[config.mk]
export PLATFORM = sky130hd
export DESIGN_NAME = time_set_controller
export DESIGN_NICKNAME = d
export VERILOG_FILES = /design/src/rtl/time_set_controller.sv
export SDC_FILE = /design/constraint.sdc
export NUM_CORES = 1
export LEC_CHECK = 0
export ABC_AREA = 1
export BUFFER_PORTS_ARGS = -buffer_cell sky130_fd_sc_hd__buf_4
export CAP_MARGIN = 20
export CELL_PAD_IN_SITES_DETAIL_PLACEMENT = 0
export CELL_PAD_IN_SITES_GLOBAL_PLACEMENT = 1
export CORE_UTILIZATION = 47
export DETAILED_ROUTE_END_ITERATION = 8
export GPL_TIMING_DRIVEN = 0
export PLACE_DENSITY = 0.94
export SLEW_MARGIN = 0
export SYNTH_ARGS = -nofsm -noshare
export SYNTH_HDL_FRONTEND = slang
export SYNTH_SLANG_ARGS = --single-unit
[constraint.sdc]
create_clock -name clk -period 4.11 [get_ports clk]
set_clock_uncertainty 0.2 [all_clocks]
set_input_delay 1.0275 -clock clk [delete_from_list [all_inputs] [get_ports clk]]
set_output_delay 1.0275 -clock clk [all_outputs]
set_load 0.01 [all_outputs]
[src/rtl/time_set_controller.sv]
// rtl/time_set_controller.sv - 24-hour timekeeping core with RUN/EDIT time setting
//
// Purpose: keeps an hh:mm:ss count from a CLK_HZ-cycle prescaler. EDIT mode
//   pauses counting and lets the button pulses select and adjust one field;
//   pulseC toggles between RUN and EDIT.
// Optional feature: define TIME_SET_TIMEOUT_EN to leave EDIT automatically
//   after TIMEOUT_S seconds without an accepted button pulse.
// Ports:
//   clk                        system clock
//   reset                      synchronous, active-high
//   pulseU/D/L/R/C             single-cycle button pulses (priority C>U>D>L>R)
//   hours/minutes/seconds      current time, registered
//   edit_mode                  1 = EDIT, 0 = RUN
//   edit_field                 selected field: 0 hours, 1 minutes, 2 seconds
//   blink                      blank phase for the selected field
//   sec_tick                   one-cycle strobe per RUN-mode second
module time_set_controller #(
  parameter int CLK_HZ    = 100_000_000,
  parameter int TIMEOUT_S = 10
) (
  input  logic       clk,
  input  logic       reset,
  input  logic       pulseU,
  input  logic       pulseD,
  input  logic       pulseL,
  input  logic       pulseR,
  input  logic       pulseC,
  output logic [4:0] hours,
  output logic [5:0] minutes,
  output logic [5:0] seconds,
  output logic       edit_mode,
  output logic [1:0] edit_field,
  output logic       blink,
  output logic       sec_tick
);

  localparam int HALF_HZ = CLK_HZ / 2;
  localparam int PW      = $clog2(CLK_HZ);
  localparam int BW      = $clog2(HALF_HZ + 1);

  typedef enum logic {S_RUN = 1'b0, S_EDIT = 1'b1} state_t;

  state_t          state, state_next;
  logic [PW-1:0]   presc, presc_next;
  logic [BW-1:0]   blink_cnt, blink_cnt_next;
  logic [4:0]      hours_next;
  logic [5:0]      minutes_next, seconds_next;
  logic [1:0]      field_next;
  logic            blink_next, sec_tick_next;

  logic act_c, act_u, act_d, act_l, act_r, any_act;
  logic tick_due, blink_wrap, timeout, leave_edit;

  // Wrap helpers: each field stays in its own width with explicit compare-and-wrap.
  function automatic logic [5:0] inc60(input logic [5:0] v);
    return (v == 6'd59) ? 6'd0 : v + 6'd1;
  endfunction

  function automatic logic [5:0] dec60(input logic [5:0] v);
    return (v == 6'd0) ? 6'd59 : v - 6'd1;
  endfunction

  function automatic logic [4:0] inc24(input logic [4:0] v);
    return (v == 5'd23) ? 5'd0 : v + 5'd1;
  endfunction

  function automatic logic [4:0] dec24(input logic [4:0] v);
    return (v == 5'd0) ? 5'd23 : v - 5'd1;
  endfunction

  // One action per cycle; lower-priority pulses in the same cycle are dropped.
  assign act_c   = pulseC;
  assign act_u   = pulseU & ~pulseC;
  assign act_d   = pulseD & ~pulseC & ~pulseU;
  assign act_l   = pulseL & ~pulseC & ~pulseU & ~pulseD;
  assign act_r   = pulseR & ~pulseC & ~pulseU & ~pulseD & ~pulseL;
  assign any_act = act_c | act_u | act_d | act_l | act_r;

  assign tick_due   = (state == S_RUN)  && (presc == PW'(CLK_HZ - 1));
  assign blink_wrap = (state == S_EDIT) && (blink_cnt == BW'(HALF_HZ - 1));
  assign leave_edit = (state == S_EDIT) && (act_c || timeout);
  assign edit_mode  = (state == S_EDIT);

`ifdef TIME_SET_TIMEOUT_EN
  // Idle time is measured in blink periods: two blink wraps make one second.
  localparam int IDLE_LIMIT = TIMEOUT_S * 2 * HALF_HZ;
  localparam int IW         = $clog2(IDLE_LIMIT + 1);

  logic [IW-1:0] idle_cnt, idle_cnt_next;

  assign timeout = (state == S_EDIT) && !any_act && (idle_cnt == IW'(IDLE_LIMIT - 1));

  always_comb begin
    idle_cnt_next = '0;
    if ((state == S_EDIT) && !any_act && !timeout)
      idle_cnt_next = idle_cnt + IW'(1);
  end

  always_ff @(posedge clk) begin
    if (reset) idle_cnt <= '0;
    else       idle_cnt <= idle_cnt_next;
  end
`else
  // Keeps the timeout parameter referenced when the feature is compiled out.
  logic unused_timeout;
  assign unused_timeout = ^TIMEOUT_S;
  assign timeout        = 1'b0;
`endif

  // State register
  always_ff @(posedge clk) begin
    if (reset) state <= S_RUN;
    else       state <= state_next;
  end

  // Next-state logic
  always_comb begin
    state_next = state;
    case (state)
      S_RUN:   if (act_c)      state_next = S_EDIT;
      S_EDIT:  if (leave_edit) state_next = S_RUN;
      default: state_next = S_RUN;
    endcase
  end

  // Output / datapath next values
  always_comb begin
    presc_next     = presc;
    blink_cnt_next = blink_cnt;
    hours_next     = hours;
    minutes_next   = minutes;
    seconds_next   = seconds;
    field_next     = edit_field;
    blink_next     = blink;
    sec_tick_next  = 1'b0;
    case (state)
      S_RUN: begin
        blink_cnt_next = '0;
        if (tick_due) begin
          presc_next    = '0;
          sec_tick_next = 1'b1;
          seconds_next  = inc60(seconds);
          if (seconds == 6'd59) begin
            minutes_next = inc60(minutes);
            if (minutes == 6'd59)
              hours_next = inc24(hours);
          end
        end else begin
          presc_next = presc + PW'(1);
        end
        // Entering EDIT: a tick due on this same edge has already been applied above.
        if (act_c) begin
          presc_next = '0;
          field_next = 2'd0;
          blink_next = 1'b1;
        end
      end
      S_EDIT: begin
        presc_next = '0;
        if (act_u || act_d) begin
          case (edit_field)
            2'd0:    hours_next   = act_u ? inc24(hours)   : dec24(hours);
            2'd1:    minutes_next = act_u ? inc60(minutes) : dec60(minutes);
            2'd2:    seconds_next = act_u ? inc60(seconds) : dec60(seconds);
            default: ;
          endcase
        end
        if (act_r) field_next = (edit_field == 2'd2) ? 2'd0 : edit_field + 2'd1;
        if (act_l) field_next = (edit_field == 2'd0) ? 2'd2 : edit_field - 2'd1;
        if (blink_wrap) begin
          blink_cnt_next = '0;
          blink_next     = ~blink;
        end else begin
          blink_cnt_next = blink_cnt + BW'(1);
        end
        // Prescaler is already 0, so the first RUN tick lands CLK_HZ cycles later.
        if (leave_edit) begin
          blink_next     = 1'b0;
          blink_cnt_next = '0;
        end
      end
      default: ;
    endcase
  end

  always_ff @(posedge clk) begin
    if (reset) begin
      presc      <= '0;
      blink_cnt  <= '0;
      hours      <= 5'd0;
      minutes    <= 6'd0;
      seconds    <= 6'd0;
      edit_field <= 2'd0;
      blink      <= 1'b0;
      sec_tick   <= 1'b0;
    end else begin
      presc      <= presc_next;
      blink_cnt  <= blink_cnt_next;
      hours      <= hours_next;
      minutes    <= minutes_next;
      seconds    <= seconds_next;
      edit_field <= field_next;
      blink      <= blink_next;
      sec_tick   <= sec_tick_next;
    end
  end

endmodule

==> results by group <==
Run status
  – Outcome: complete, no violations

Clock network
  – Sink Count: 75
  – Clock slew at reported path FFs: 80 ps
  – CTS Hold Bufs: 0
  – Clk_lat worst skew: 360 ps
  – Setup bufs post-CTS: 0
  – Clk root buf: clkbuf_8
  – CTS H-tree lvls: 3
  – PostCTS Resize Cnt: 0
  – Clk buf depth: 2
  – CTS buffer count: 9
  – TritonCTS clock tree: done

Die
  – Core area: 9680 um2
  – Die Width: 102 um
  – Num ports: 29
  – DIE AREA: 10300 um2
  – Site Rows: 36
  – Die Span Y: 102 um
  – Starting Density: 0.482

Setup path
  – Crit-path max cell delay: 470 ps
  – Flop-to-flop setup slack: 2060 ps
  – Crit. path cell count: 1
  – Worst EP arrival: 1010 ps
  – Worst setup EP type: primary output
  – Reg-to-reg endpoint: presc[10]
  – Critical Path Sink: minutes[2]
  – Reg2Reg Depth: 9
  – CP bufs+invs: 1
  – Crit path from: minutes[2]
  – Crit Reg-Reg Startpoint: presc[0]
  – Required time worst endpoint: 2880 ps
  – CP Max Fanout: 7
  – Startpoint types: register
  – CP Class: register to primary output
  – Top cell family by delay on the critical path: flip-flops
  – Cells along the critical path: buf_4
  – Crit-path slowest cell: dfxtp_1

Global routing
  – Pin count of the biggest net entering global routing: 13
  – First-pass GRT wire length: 17.3 mm
  – Number of global-route vias before repair: 3875
  – Total track usage: 0.215
  – Initial antenna violation count: 0
  – Grt ovf: 0

Timing
  – Final period util: 0.543
  – Post-route minimum period: 2230 ps
  – Fin Setup TNS: 0 ps
  – RSZ-0062 raised after global routing: no
  – Relative slew slack: 0.645
  – Fmax: 448 MHz
  – Max Slew Vio Count: 0
  – Setup Viol. Count Final: 0
  – Worst hold slack: 245 ps
  – Number of hold violations in the final report: 0
  – Worst-margin pin slew: 532 ps

Drt
  – Final wirelength: 10.7 mm
  – Post-DRT Antenna Nets: 0
  – TritonRoute pass-1 iters: 5
  – Vias per cell: 5.01
  – Routed vias: 4452
  – Routed WL per cell: 12.0 um
  – Initial DRC Count: 174
  – Residual DRC: 0

Power
  – Power Dens Cells: 318 nW/um2
  – Pleak: 2.09 nW
  – Worst ir drop on vdd: 0.000152 V

Worst hold path
  – Worst min path class: register to register

Final layout
  – Layout filler cell count: 968
  – Ant diodes: 0
  – Share of layout cells above drive strength 1: 0.115
  – Post-layout nets: 775
  – Fin util: 0.544
  – Synth-to-Final Area Change: 12.9%
  – Final instance area: 5270 um2

Synthesis
  – Flops & latches, synth: 75
  – Yosys top cell area share: 0.322
  – Top cells by area, synth: dfxtp_1 32%, nand2_1 15%, nor2_1 9.3%
  – Post-Synthesis Net Count: 736
  – Post-Syn Area: 4670 um2
  – Top-count cell post-synth: nand2_1
  – Post-synth EDFFs: 0
  – Top FF cell, synth: dfxtp_1
  – Commonest cells post-synth: 182 x nand2_1, 116 x nor2_1, 80 x inv_1
  – Seq/Total Area, Yosys: 0.322
  – Share of flip-flops with an asynchronous set or reset: 0
  – Syn Area/Cell: 6.56 um2
  – Yosys cell types: 42
  – Syn Inst Count: 712
  – Area leader, netlist: dfxtp_1
  – Synth warn: 0

Placement
  – Port buffer count: 28
  – Final HPWL DP: 8.08 mm
  – Placed Area: 5040 um2
  – GP Congestion: 0.959

Flow run
  – Max Cap Viol: 0
state kept, by name, summed over array words and instances, names as in the netlist:
name	flops
blink	1
seconds	6
presc	27
blink_cnt	26
hours	5
minutes	6
edit_mode	1
sec_tick	1
edit_field	2
cell type report:
class	count	area, um2	share of cell area
multi-input combinational	540	2760	0.524
sequential	75	1500	0.285
inverter	85	323	0.0612
timing repair buffer	28	210	0.0399
tap	133	166	0.0316
clock buffer	12	155	0.0294
buffer	12	80.1	0.0152
clock inverter	4	72.6	0.0138
kinds of logic (layout without fill, tap and decap cells):
logic type	Yosys count	in the layout	synth area share
and+or+nand+nor	428	428	0.417
buffers and inverters	97	141	0.0863
DFF	75	75	0.322
AOI/OAI and AO/OA	66	66	0.0750
xor gates and xnor gates	29	29	0.0544
adders and majority gates	17	17	0.0456
worst min-delay path by stage:
stage | depth (start not counted) | slack, ps | endpoint | start
4_1_cts | 1 | 250 | blink_cnt[0] | blink_cnt[0]
6_report | 1 | 250 | blink_cnt[0] | blink_cnt[0]
2_1_floorplan | 1 | 220 | blink_cnt[0] | blink_cnt[0]
3_3_place_gp | 1 | 230 | blink_cnt[0] | blink_cnt[0]
5_1_grt | 1 | 280 | blink_cnt[0] | blink_cnt[0]
3_5_place_dp | 1 | 230 | blink_cnt[0] | blink_cnt[0]
where the power goes:
| part | leakage, nW | internal [mW] | switching, mW |
|---|---|---|---|
| clock | 0.113 | 0.375 | 0.285 |
| combinational | 1.37 | 0.0985 | 0.152 |
| sequential | 0.607 | 0.745 | 0.0230 |
metrics by stage:
| stage | power, mW | cells | worst slack (ps) |
|---|---|---|---|
| after floorplan | 0.957 | 712 | 1880 |
| after global placement | 1.03 | 873 | 1500 |
| after detailed placement | 1.03 | 873 | 1480 |
| after CTS | 1.69 | 889 | 1860 |
| after global routing | 1.76 | 889 | 1770 |
| final | 1.68 | 889 | 1880 |
cells in the final DEF (no fill, tap or decap), types with 3 or more instances in the layout:
cell type / Yosys / layout
nand2_1: 182 / 182
nor2_1: 116 / 116
inv_1: 80 / 80
dfxtp_1: 75 / 75
nand3_1: 46 / 46
buf_4: 4 / 32
a21oi_1: 30 / 30
o21ai_0: 28 / 28
nor3_1: 26 / 26
xor2_1: 19 / 19
nand4_1: 17 / 17
ha_1: 17 / 17
clkbuf_8: 0 / 11
xnor2_1: 10 / 10
nand3b_1: 6 / 6
nand2_2: 5 / 5
nor2_4: 4 / 4
nor2_2: 4 / 4
or2_0: 3 / 3
nor3_2: 3 / 3
buf_2: 3 / 3
nand3_2: 3 / 3
clkbuf_1: 2 / 3
inv_2: 3 / 3
routing by layer:
| layer | vias to the layer above | part of all wire | global-route usage | wire, um |
|---|---|---|---|---|
| met1 | 2023 | 0.47 | 0.270 | 5040 |
| met3 | 12 | 0.029 | 0.0504 | 314 |
| met5 | - | 0 | 0 | 0 |
| li1 | 2356 | - | - | - |
| met2 | 61 | 0.48 | 0.360 | 5160 |
| met4 | 0 | 0.015 | 0.0747 | 164 |
(Power assumes the default switching activity.)
